===== config.mk =====
export PLATFORM = sky130hd
export DESIGN_NAME = spi_master_packet_shifter
export DESIGN_NICKNAME = d
export VERILOG_FILES = /design/src/rtl/spi_master_pkg.sv /design/src/rtl/spi_sclk_divider.sv /design/src/rtl/spi_master_packet_shifter.sv
export SDC_FILE = /design/constraint.sdc
export NUM_CORES = 1
export LEC_CHECK = 0
export CAP_MARGIN = 20
export CORE_MARGIN = 4
export CORE_UTILIZATION = 35
export CTS_CLUSTER_DIAMETER = 120
export DETAILED_ROUTE_END_ITERATION = 12
export PLACE_DENSITY = 0.72
export SYNTH_ARGS = -nofsm -noshare
export SYNTH_HDL_FRONTEND = slang
export SYNTH_SLANG_ARGS = --single-unit

===== constraint.sdc =====
create_clock -name clk -period 2.5 [get_ports clk]
set_clock_uncertainty 0.2 [all_clocks]
set_input_delay 0.375 -clock clk [delete_from_list [all_inputs] [get_ports clk]]
set_output_delay 0.375 -clock clk [all_outputs]
set_load 0.01 [all_outputs]

===== src/rtl/spi_master_pkg.sv =====
// Shared types and constants for the SPI master packet shifter.
// Holds the transaction state encoding and the idle levels of the SPI bus.
package spi_master_pkg;

  typedef enum logic [2:0] {
    IDLE  = 3'd0,
    SETUP = 3'd1,
    XFER  = 3'd2,
    HOLD  = 3'd3,
    DONE  = 3'd4
  } state_t;

  localparam logic SCLK_IDLE = 1'b0;
  localparam logic CS_IDLE   = 1'b1;

  // Chip select is asserted for the whole SETUP..HOLD frame
  function automatic logic is_framed(input state_t s);
    return (s == SETUP) || (s == XFER) || (s == HOLD);
  endfunction

endpackage


===== src/rtl/spi_sclk_divider.sv =====
// SCLK half-period timer: down-counter that pulses half_tick for one cycle
// whenever it reaches zero while enabled, then reloads.
module spi_sclk_divider #(
  parameter int clk_div = 2
) (
  input  logic clk,
  input  logic reset,
  input  logic enable,
  input  logic restart,
  output logic half_tick
);

  localparam int CW = $clog2(clk_div + 1);
  localparam logic [CW-1:0] RELOAD = CW'(clk_div - 1);
  localparam logic [CW-1:0] ONE    = CW'(1);

  logic [CW-1:0] div_cnt_r;

  // Half-period down-counter with reload on restart or on reaching zero
  always_ff @(posedge clk or negedge reset) begin
    if (!reset) begin
      div_cnt_r <= '0;
    end else if (restart) begin
      div_cnt_r <= RELOAD;
    end else if (enable) begin
      if (div_cnt_r == '0) begin
        div_cnt_r <= RELOAD;
      end else begin
        div_cnt_r <= div_cnt_r - ONE;
      end
    end else begin
      div_cnt_r <= div_cnt_r;
    end
  end

  assign half_tick = enable && (div_cnt_r == '0);

endmodule


===== src/rtl/spi_master_packet_shifter.sv =====
// SPI mode-0 master: takes one packet per val/rdy request, shifts it MSB-first
// in a chip-select frame and returns the word captured on MISO.
module spi_master_packet_shifter
  import spi_master_pkg::*;
#(
  parameter int nbits   = 8,
  parameter int clk_div = 2
) (
  input  logic             clk,
  input  logic             reset,
  input  logic             recv_val,
  output logic             recv_rdy,
  input  logic [nbits-1:0] recv_msg,
  output logic             send_val,
  input  logic             send_rdy,
  output logic [nbits-1:0] send_msg,
  output logic             spi_sclk,
  output logic             spi_cs_n,
  output logic             spi_mosi,
  input  logic             spi_miso
);

  localparam int BW = (nbits > 2) ? $clog2(nbits) : 1;
  localparam logic [BW-1:0] LAST_BIT = BW'(nbits - 1);
  localparam logic [BW-1:0] ONE      = BW'(1);

  state_t           state_r;
  state_t           state_next_s;
  logic [nbits-1:0] sr_r;
  logic [BW-1:0]    bit_cnt_r;
  logic             rx_bit_r;
  logic             sclk_r;
  logic             cs_n_r;
  logic             recv_rdy_r;
  logic             send_val_r;
  logic             accept_s;
  logic             div_en_s;
  logic             half_tick_s;
  logic             last_fall_s;

  assign accept_s    = recv_val && (state_r == IDLE);
  assign div_en_s    = is_framed(state_r);
  assign last_fall_s = (state_r == XFER) && half_tick_s && sclk_r && (bit_cnt_r == LAST_BIT);

  spi_sclk_divider #(
    .clk_div (clk_div)
  ) u_div (
    .clk       (clk),
    .reset     (reset),
    .enable    (div_en_s),
    .restart   (accept_s),
    .half_tick (half_tick_s)
  );

  // State register
  always_ff @(posedge clk or negedge reset) begin
    if (!reset) begin
      state_r <= IDLE;
    end else begin
      state_r <= state_next_s;
    end
  end

  // Next-state logic; HOLD reuses the divider so it lasts exactly one half-period
  always_comb begin
    state_next_s = state_r;
    case (state_r)
      IDLE: begin
        if (recv_val) state_next_s = SETUP;
        else          state_next_s = IDLE;
      end
      SETUP: begin
        if (half_tick_s) state_next_s = XFER;
        else             state_next_s = SETUP;
      end
      XFER: begin
        if (last_fall_s) state_next_s = HOLD;
        else             state_next_s = XFER;
      end
      HOLD: begin
        if (half_tick_s) state_next_s = DONE;
        else             state_next_s = HOLD;
      end
      DONE: begin
        if (send_rdy) state_next_s = IDLE;
        else          state_next_s = DONE;
      end
      default: state_next_s = IDLE;
    endcase
  end

  // Handshake and chip-select outputs, registered from the next state
  always_ff @(posedge clk or negedge reset) begin
    if (!reset) begin
      recv_rdy_r <= 1'b1;
      send_val_r <= 1'b0;
      cs_n_r     <= CS_IDLE;
    end else begin
      recv_rdy_r <= (state_next_s == IDLE);
      send_val_r <= (state_next_s == DONE);
      cs_n_r     <= is_framed(state_next_s) ? ~CS_IDLE : CS_IDLE;
    end
  end

  // Shift datapath: sample MISO on rising SCLK, shift it in on falling SCLK
  always_ff @(posedge clk or negedge reset) begin
    if (!reset) begin
      sr_r      <= '0;
      bit_cnt_r <= '0;
      rx_bit_r  <= 1'b0;
      sclk_r    <= SCLK_IDLE;
    end else if (accept_s) begin
      sr_r      <= recv_msg;
      bit_cnt_r <= '0;
      rx_bit_r  <= rx_bit_r;
      sclk_r    <= SCLK_IDLE;
    end else if ((state_r == XFER) && half_tick_s) begin
      sclk_r <= ~sclk_r;
      if (!sclk_r) begin
        rx_bit_r <= spi_miso;
      end else begin
        sr_r <= {sr_r[nbits-2:0], rx_bit_r};
        if (bit_cnt_r != LAST_BIT) bit_cnt_r <= bit_cnt_r + ONE;
        else                       bit_cnt_r <= bit_cnt_r;
      end
    end else begin
      sr_r      <= sr_r;
      bit_cnt_r <= bit_cnt_r;
      rx_bit_r  <= rx_bit_r;
      sclk_r    <= sclk_r;
    end
  end

  assign recv_rdy = recv_rdy_r;
  assign send_val = send_val_r;
  assign send_msg = sr_r;
  assign spi_sclk = sclk_r;
  assign spi_cs_n = cs_n_r;
  assign spi_mosi = sr_r[nbits-1];

endmodule


* After elaboration in Yosys (flattened, before gate mapping)
Cells that the tools add are included.
Word-level totals: flip-flop bits (word level) 21, bits of input ports 13, output and inout port bits 13, word-level logic and storage cells 61
Operators by class: add/subtract/negate cells 2, equality and inequality tests 10, multiplexer cells 19, bitwise logic cells 2, reduce and logical (&&, ||, !) cells 19
Operators with widths (number):
- $mux W8 | 3
- $mux W3 | 6
- $pmux W3 S5 | 1
- $eq A3 B2 Y1 const B | 4
- $eq A3 B3 Y1 const B | 3
- $mux W2 | 4
- $reduce_bool A2 Y1 | 4
- $eq A3 B1 Y1 const B | 2
- $logic_not A3 Y1 | 2
- $reduce_and A3 Y1 | 2
- $logic_and A1 B1 Y1 | 5
- $mux W1 | 5
- $logic_or A1 B1 Y1 | 4
- $add A3 B1 Y3 const B | 1
- $ne A3 B3 Y1 const B | 1
- $logic_not A2 Y1 | 1
- $not A1 Y1 | 2
- $reduce_and A2 Y1 | 1
- $sub A2 B1 Y2 const B | 1

* Logic depth before layout (Yosys ltp)
Gate-level depths: netlist of run 1.
depth in word-level cells 13, depth in mapped cells 5, depth with buffers taken out 5

* By module
A second synthesis of run 1 with hierarchy kept.
Unflattened totals: cell total of the unflattened synthesis 85, area, all modules 1079.8 sq um
Modules (own cells, without submodules):
- spi_master_packet_shifter | instances 1, cells each 78, area an instance 989.7 sq um, sequential area each 478.0 sq um
- spi_sclk_divider | instances 1, cells each 7, area an instance 90.1 sq um, sequential area each 50.0 sq um

* Worst setup path before layout of run 1
No wires, ideal clock.
path kind register -> register, from register u_div.div_cnt_r[1], to register rx_bit_r, library setup time 125 ps, arrival 1566 ps, data required time 2175 ps, slack 609 ps, stages on the path, launching flop included 4, path buffers 0, clock period less this slack 1891 ps, cells stage by stage dfrtp_1 > or4b_4 > or3_4 > mux2_4
On the way: longest elaborated chain between the ends 4
Ends and longest elaborated chain:
- start, declared | line spi_sclk_divider.sv:17 | logic [CW-1:0] div_cnt_r;
- start signal, assigned | line spi_sclk_divider.sv:29 | div_cnt_r <= div_cnt_r - ONE;
- start signal, assigned | line spi_sclk_divider.sv:32 | div_cnt_r <= div_cnt_r;
- $logic_not A2 Y1 | line spi_sclk_divider.sv:36 | assign half_tick = enable && (div_cnt_r == '0);
- $logic_and A1 B1 Y1 | line spi_sclk_divider.sv:36
- $logic_and A1 B1 Y1 | line spi_master_packet_shifter.sv:117 | end else if ((state_r == XFER) && half_tick_s) begin
- $reduce_and A3 Y1 (no line)
- end signal, assigned | line spi_master_packet_shifter.sv:115 | rx_bit_r <= rx_bit_r;
- end signal, assigned | line spi_master_packet_shifter.sv:120 | rx_bit_r <= spi_miso;
- end signal, assigned | line spi_master_packet_shifter.sv:129 | rx_bit_r <= rx_bit_r;
- end, declared | line spi_master_packet_shifter.sv:31 | logic rx_bit_r;
Every way passes these cells. A chain may end at the register's enable or synchronous reset.

* Worst setup path after layout of run 1
Ends and elaborated chain as after synthesis.

==> metrics, run 1 <==
area of the multi-input gates=464.2 µm²; Crit. End Element=flop; worst min path class=input port to async pin; Peak supply drop=705.9 µV; post-route antenna net violation count=0; GR Overflow Total=0; Startpoint Class=flop; clk root buf=clkbuf_4; Combinational Power Share=50.6%; Final Wtd Congestion=0.7396; Die Area=3899 µm²; share of cells above drive strength 1=12.50%; switch share=39.08%; TritonCTS clock tree=done; CTS resizes=0; Storage cell area=528.0 µm²; PnR worst setup slack=0.4087 ns; R2R setup slack=0.41 ns; vias in the first global route=879; final net count=144; routed wire length=2.400 mm; Tot GR Track Use=12.79%; Worst-path clk slew=0.12 ns; synthesis-to-finish area growth=29.79%; largest cells by area after synthesis=dfrtp_1 (46%), a21oi_1 (5.8%), o21ai_0 (5.8%); clock network power share=10.5%; effective utilization at floorplan=36.98%; Synth Net Count=119; Period minus WS final=2.091 ns; capture point of the worst reg-to-reg path=rx_bit_r$_DFFE_PN0P_; TritonCTS buffer count=3; Slew Limit Fails=0; top-count cell post-synth=dfrtp_1; first-pass GRT wire length=4.084 mm; maximum clock frequency=478.2 MHz; R2R cell count=3; most instantiated cells after synthesis=dfrtp_1 (19), a21oi_1 (12), o21ai_0 (12); Critical Setup Path Class=flop to flop; die width=62.44 µm; Slew Limit Headroom=60.89%; worst setup path startpoint=u_div.div_cnt_r[1]$_DFFE_PN0P_; CP Max Fanout=13; top_reg_cell synth=dfrtp_1; post-CTS setup buffer count=0; TNS Setup=0 ns; mapped cell area=1037 µm²; worst path cell trace=or4b_4, or3_4, mux2_4; Worst EP arrival=2.10 ns; status=finished, final reports clean; initial antenna violation count=0; post-layout util=47.99%; Chip Height=62.44 µm; worst-margin pin slew=0.5854 ns; distinct cell type count after synthesis=30; Worst-Skew Late Latency=0.30 ns; sequential element share of the synthesized area=50.90%; post-synthesis area per instance=9.974 µm²; EDFF count, synth=0; count of final hold-check violations=0; clk buf depth=2; internal power=948.2 µW; drt wl/cell=15.09 µm; Detail Placement HPWL=1.733 mm; Num Clock Sinks=21; highest-delay cell along the critical path=or4b_4; Max-Cap Viols=0; router iterations before antenna repair=6; Yosys top cell area share=45.84%; final setup vio count=0; placed cell area=1319 µm²; switching power=608.2 µW; IO Count=26; fin area=1346 µm²; Port Buffer Count=25; vias per cell=5.566; synthesized flop and latch total=21; Antenna diodes=0; # rows=19; core area=2805 µm²; DRC violations left=0; number of fillers in the final layout=269; Critical Path Max Stage Delay=0.63 ns; Static Leak=0.0005491 µW; final critical-path share of the clock period=83.65%; vias=885; Setup Slack @ Placement=0.3859 ns; DR iter-0 viols=45; H-tree depth=1; Synth async-reset ratio=100.0%; RSZ-0062 raised after global routing=no; largest net degree at the start of global routing=22; R2R Path Start=u_div.div_cnt_r[1]$_DFFE_PN0P_; Sequential Power Share=39.0%; Worst EP required=2.50 ns; Synth area leader=dfrtp_1; Cell Pwr Density=1156 nW/µm²; Post-Syn Instances=104; synth warn=0; Hold Buf Count CTS=0
[metal layers]
layer | wire, µm | vias up | GRT usage [%]
met2 | 1182 | 27 | 21.57
met3 | 108 | 2 | 3.777
li1 | - | 435 | -
met5 | 0 | - | 0
met1 | 1094 | 421 | 16.31
met4 | 13 | 0 | 2.479
[stage by stage]
| stage | hold slack (ns) | std cells | total power, µW |
|---|---|---|---|
| 6_report | 0.1914 | 159 | 1556 |
| 3_5_place_dp | 0.3338 | 155 | 1400 |
| 5_1_grt | 0.1988 | 159 | 1685 |
| 3_3_place_gp | 0.2974 | 155 | 1367 |
| 4_1_cts | 0.1861 | 159 | 1571 |
| 2_1_floorplan | -0.1206 | 104 | 1074 |
[cells in the final DEF, fill, tap and decap left out, drive strengths merged, types with 2 or more instances in the layout]
master         netlist  routed
clkdlybuf4s50        0      25
dfrtp               19      19
o21ai               12      12
a21oi               12      12
nor2                10      10
a31oi                8       8
buf                  3       5
o31ai                4       4
nand3b               3       3
nand2                3       3
clkbuf               7       3
nor3b                2       2
nor2b                2       2
nand3                2       2
ha                   2       2
dfstp                2       2
or4b                 2       2
nor4b                2       2
[how the worst max path moves through the flow]
stage,to,slack (ns)
finish,rx_bit_r$_DFFE_PN0P_,0.41
detailed placement,send_msg[4]$_DFFE_PN0P_,0.39
floorplan,rx_bit_r$_DFFE_PN0P_,0.61
CTS,rx_bit_r$_DFFE_PN0P_,0.42
global placement,send_msg[2]$_DFFE_PN0P_,0.39
global route,rx_bit_r$_DFFE_PN0P_,0.39
[logic make-up after synthesis]
group,count (synthesis),share of synthesized area [%]
AOI/OAI and AO/OA,40,22.80
xor gates and xnor gates,1,0.8445
adders and majority gates,2,2.412
buffers and inverters,10,4.945
DFF,21,50.91
muxes,1,1.447
and+or+nand+nor,29,16.65
[cell type report]
class                           count  area share (%)
Sequential cell                    21           39.22
Multi-Input combinational cell     73           34.48
Tap cell                           31           2.881
Timing Repair Buffer               30           21.38
Clock inverter                      1          0.3717
Clock buffer                        3           1.673
[power by group through the flow]
stage | registers [µW] | logic (µW) | clock network [µW]
3_3_place_gp | 602 | 765 | 0
2_1_floorplan | 618 | 456 | 0
4_1_cts | 606 | 790 | 176
5_1_grt | 629 | 867 | 188
6_report | 606 | 787 | 163
3_5_place_dp | 613 | 787 | 0
[flip-flops by register name, summed over array words and instances, names as in the netlist]
signal and cells:
spi_cs_n 1, send_val 1, state_r 3, bit_cnt_r 3
spi_sclk 1, send_msg 8, recv_rdy 1, u_div.div_cnt_r 2
rx_bit_r 1
[critical path, delay by kind of cell, from the launching register on]
family           cells  cell delay (ns)
muxes                1             0.31
and+or+nand+nor      2             1.01
DFF                  1             0.47
Power figures use the tool's default switching activity.
==> run 2, diff against run 1 <==
- PLACE_DENSITY: 0.72 -> 0.74
- clock period: 2.5 -> 1.8 ns (I/O delays scaled with it)
==> metrics, run 2 (same netlist as run 1, synthesis figures left out) <==
status=finished with violations; Worst-Skew Late Latency=0.30 ns; switch share=37.93%; router iterations before antenna repair=4; RSZ-0062 raised after global routing=yes; effective utilization at floorplan=36.98%; Slew Limit Fails=0; WP buf/inv=0; most frequent cells in the layout=clkdlybuf4s50_1 (23), dfrtp_1 (19), buf_4 (15); commonest non-fill, non-tap cell in the layout=clkdlybuf4s50_1; failing checks=setup timing; routed wire length=2.454 mm; # rows=19; vias in the first global route=952; final critical-path share of the clock period=105.6%; Sequential Power Share=35.3%; first-pass GRT wire length=4.374 mm; Tot GR Track Use=13.58%; Cell Pwr Density=1592 nW/µm²; Chip Height=62.44 µm; GR Overflow Total=0; final setup vio count=1; # placed instances=164; CP Max Fanout=2; non-filler cells, final=169; met3 wire len=137 µm; Period minus WS final=1.901 ns; die width=62.44 µm; Crit. End Element=flop; Final Wtd Congestion=0.7873; Max-Cap Viols=0; Die Area=3899 µm²; Worst-path clk slew=0.12 ns; clk buf depth=2; Worst EP required=1.80 ns; Peak supply drop=718.0 µV; clock network power share=10.1%; highest-delay cell along the critical path=or4b_4; synthesis-to-finish area growth=37.03%; count of final hold-check violations=0; TritonCTS buffer count=3; Pwr Total=2262 µW; maximum clock frequency=526.1 MHz; number of fillers in the final layout=269; core area=2805 µm²; largest net degree at the start of global routing=22; Critical Path Max Stage Delay=0.54 ns; Startpoint Class=flop; M1 WL=1.099 mm; switching power=858.1 µW; max layer used=met3; family with the most delay on the worst path=simple AND/OR/NAND/NOR gates; H-tree depth=1; Num Clock Sinks=21; Detail Placement HPWL=1.822 mm; Port Buffer Count=25; Static Leak=0.0006039 µW; share of cells above drive strength 1=18.12%; post-route antenna net violation count=0; met2 WL post-DR=1.217 mm; vias=926; initial antenna violation count=0; PnR worst setup slack=-0.1007 ns; TritonCTS clock tree=done; worst path cell trace=or4b_4, or3_4, mux2_4; Critical Setup Path Class=flop to flop; internal power=1404 µW; IO Count=26; vias per cell=5.479; clk root buf=clkbuf_4; DR iter-0 viols=36; Antenna diodes=0; final net count=154; Slew Limit Headroom=64.99%; DRC violations left=0; max reg flops=8; drt wl/cell=14.52 µm; worst min path class=input port to async pin; Combinational Power Share=54.7%; Worst EP arrival=1.90 ns; worst-margin pin slew=0.5212 ns
==> run 2: cell types whose count changed in the layout (fill, tap and decap cells not counted) <==
| cell | previous run | this run |
|---|---|---|
| o21ai_0 | 12 | 11 |
| o21ai_1 | 0 | 1 |
| or4b_2 | 1 | 0 |
| or4b_4 | 1 | 2 |
| clkbuf_1 | 0 | 1 |
| clkinv_2 | 1 | 0 |
| dlygate4sd2_1 | 0 | 2 |
| buf_4 | 5 | 15 |
| clkdlybuf4s50_1 | 25 | 23 |
==> run 2: power by group through the flow <==
| stage | Clock, µW | Sequential [µW] | Combinational (µW) |
|---|---|---|---|
| final | 228 | 798 | 1240 |
| after global routing | 265 | 828 | 1370 |
| after CTS | 240 | 798 | 1240 |
| after detailed placement | 0 | 816 | 1220 |
| after global placement | 0 | 804 | 1180 |
| after floorplan | 0 | 859 | 633 |
==> run 2: what timing repair did <==
| action | CTS | global route |
|---|---|---|
| hold buffers | 0 | 0 |
| setup endpoints to repair | 13 | 5 |
| endpoints found under the hold margin | 0 | 0 |
| gates resized for setup | 3 | 1 |
| setup buffers | 1 | 0 |
==> run 2: path summary, 6_finish.rpt <==
check	slack, ns	cells past startpoint	end	from
max	-0.10	3	rx_bit_r$_DFFE_PN0P_	state_r[2]$_DFF_PN0_
min	0.09	2	state_r[0]$_DFF_PN0_	reset
max reg2reg	-0.10	3	rx_bit_r$_DFFE_PN0P_	state_r[2]$_DFF_PN0_
min reg2reg	0.33	1	rx_bit_r$_DFFE_PN0P_	rx_bit_r$_DFFE_PN0P_
max in group asynchronous	1.03	2	recv_rdy$_DFF_PN1_	reset
min in group clk	0.33	3	send_msg[2]$_DFFE_PN0P_	recv_msg[2]
==> run 2: through the flow <==
stage / setup WS [ns] / area, µm² / utilization [%] / hold slack (ns) / TNS (ns)
finish: -0.1007 / 1421 / 50.67 / 0.09085 / -0.1007
global placement: -0.1966 / 1386 / 49.42 / 0.2974 / -1.710
CTS: -0.1118 / 1421 / 50.67 / 0.09505 / -0.1118
detailed placement: -0.2365 / 1386 / 49.42 / 0.2954 / -2.006
floorplan: -0.09094 / 1037 / - / -0.2256 / -0.09094
global route: -0.1472 / 1421 / 50.67 / 0.09779 / -0.2659
==> run 2: worst reg2reg max path: cells and delay by family (launching register included) <==
| kind | cells | cell delay, ns |
|---|---|---|
| AND/OR/NAND/NOR | 2 | 0.90 |
| multiplexers | 1 | 0.30 |
| flip-flops | 1 | 0.40 |
==> run 2: area by class of cell <==
cell class | count | area [µm²] | area share (%)
Timing Repair Buffer | 40 | 360.3 | 25.35
Tap cell | 31 | 38.79 | 2.729
Multi-Input combinational cell | 73 | 467.9 | 32.92
Clock buffer | 4 | 26.28 | 1.849
Sequential cell | 21 | 528.0 | 37.15
==> run 2: per-layer routing <==
layer  GRT usage (%)  up-vias
met5               0        -
li1                -      448
met4           2.204        0
met3           4.676        0
met1           15.93      447
met2           24.23       31
==> run 3, diff against run 2 <==
- CORE_MARGIN: 4 -> default
==> metrics, run 3 (same netlist as run 1, synthesis figures left out) <==
count of final hold-check violations=0; Pwr Total=2342 µW; share of cells above drive strength 1=19.57%; status=finished with violations; router iterations before antenna repair=4; routed wire length=2.735 mm; failing checks=setup timing; vias per cell=5.604; Worst EP required=1.82 ns; synthesis-to-finish area growth=38.84%; Worst EP arrival=1.88 ns; Static Leak=0.0006103 µW; Startpoint Class=flop; TritonCTS buffer count=3; final setup vio count=1; most frequent cells in the layout=clkdlybuf4s50_1 (23), dfrtp_1 (19), buf_4 (13); R2R setup slack=-0.07 ns; TritonCTS clock tree=done; final net count=154; Critical Setup Path Class=flop to flop; Worst-Skew Late Latency=0.31 ns; IO Count=26; Tot GR Track Use=18.61%; core area=2781 µm²; WHS=0.08546 ns; Hold Buf Count CTS=0; DR iter-0 viols=31; initial antenna violation count=0; # rows=19; Final Wtd Congestion=0.7244; clk buf depth=2; largest net degree at the start of global routing=22; Slew Limit Headroom=68.13%; Critical Path Max Stage Delay=0.54 ns; commonest non-fill, non-tap cell in the layout=clkdlybuf4s50_1; Max-Cap Viols=0; Num Clock Sinks=21; fin area=1440 µm²; Antenna diodes=0; RSZ-0062 raised after global routing=yes; worst min path class=input port to async pin; drt wl/cell=16.18 µm; DRC violations left=0; Crit. End Element=flop; highest-delay cell along the critical path=or4b_4; Cell Pwr Density=1626 nW/µm²; Worst-path clk slew=0.13 ns; GR Overflow Total=0; Period minus WS final=1.867 ns; final critical-path share of the clock period=103.7%; number of fillers in the final layout=270; M1 WL=1.211 mm; placed cell area=1365 µm²; die width=56.44 µm; non-filler cells, final=169; Detail Placement HPWL=1.820 mm; met2 WL post-DR=1.351 mm; CP Max Fanout=2; H-tree depth=1; first-pass GRT wire length=4.540 mm; worst-margin pin slew=0.4744 ns; max layer used=met4; TNS Setup=-0.06702 ns; Port Buffer Count=25; post-route antenna net violation count=0; vias=947; Peak supply drop=1183 µV; effective utilization at floorplan=37.29%; PnR worst setup slack=-0.06702 ns; Slew Limit Fails=0; vias in the first global route=938; clk root buf=clkbuf_4; Die Area=3185 µm²; # placed instances=162; family with the most delay on the worst path=simple AND/OR/NAND/NOR gates; maximum clock frequency=535.6 MHz; WP buf/inv=0; Chip Height=56.44 µm; max reg flops=8; met3 wire len=125 µm; worst path cell trace=or4b_4, or3_4, mux2_4
run 3: cell counts in the layout (fill, tap and decap cells not counted):
Identical to the previous run, type by type.
run 3: area by class of cell:
cell class | instances | area, µm² | share of cell area, %
sequential | 21 | 528.0 | 36.66
tap | 31 | 38.79 | 2.693
clock buffer | 4 | 26.28 | 1.825
timing repair buffer | 40 | 361.6 | 25.11
multi-input combinational | 73 | 485.5 | 33.71
run 3: final timing paths:
check / cells past startpoint / endpoint / startpoint
max in group asynchronous: 2 / recv_rdy$_DFF_PN1_ / reset
min in group clk: 3 / send_msg[4]$_DFFE_PN0P_ / recv_msg[4]
setup / recovery: 3 / rx_bit_r$_DFFE_PN0P_ / state_r[2]$_DFF_PN0_
hold reg to reg: 1 / rx_bit_r$_DFFE_PN0P_ / rx_bit_r$_DFFE_PN0P_
setup reg to reg: 3 / rx_bit_r$_DFFE_PN0P_ / state_r[2]$_DFF_PN0_
hold / removal: 2 / send_msg[6]$_DFFE_PN0P_ / reset
run 3: worst register-to-register path, cell delays in order (launching register included):
cell and delay (ns):
dfrtp_1 0.40, or4b_4 0.54, or3_4 0.35, mux2_4 0.30
run 3: per-layer routing:
layer	global-route usage, %	vias up
met1	24.67	461
met5	0	-
met4	6.272	0
li1	-	450
met3	5.530	6
met2	28.91	30
run 3: metrics by stage:
stage               setup WS [ns]  utilization (%)
floorplan                -0.09094                -
global placement          -0.1948            49.08
detailed placement        -0.2670            49.08
CTS                      -0.07616            50.61
global route              -0.1231            51.78
finish                   -0.06702            51.78
run 3: where the power goes:
part           switching [µW]  total, µW  internal (µW)
clock network             147        234           86.5
logic                     638       1300            663
registers                 128        807            679
run 3: timing repair:
item,4_1_cts,5_1_grt
gates cloned,0,1
pin swaps,0,4
setup buffers,2,0
hold endpoints to repair,0,0
gates resized for setup,3,7
setup endpoints to repair,12,12
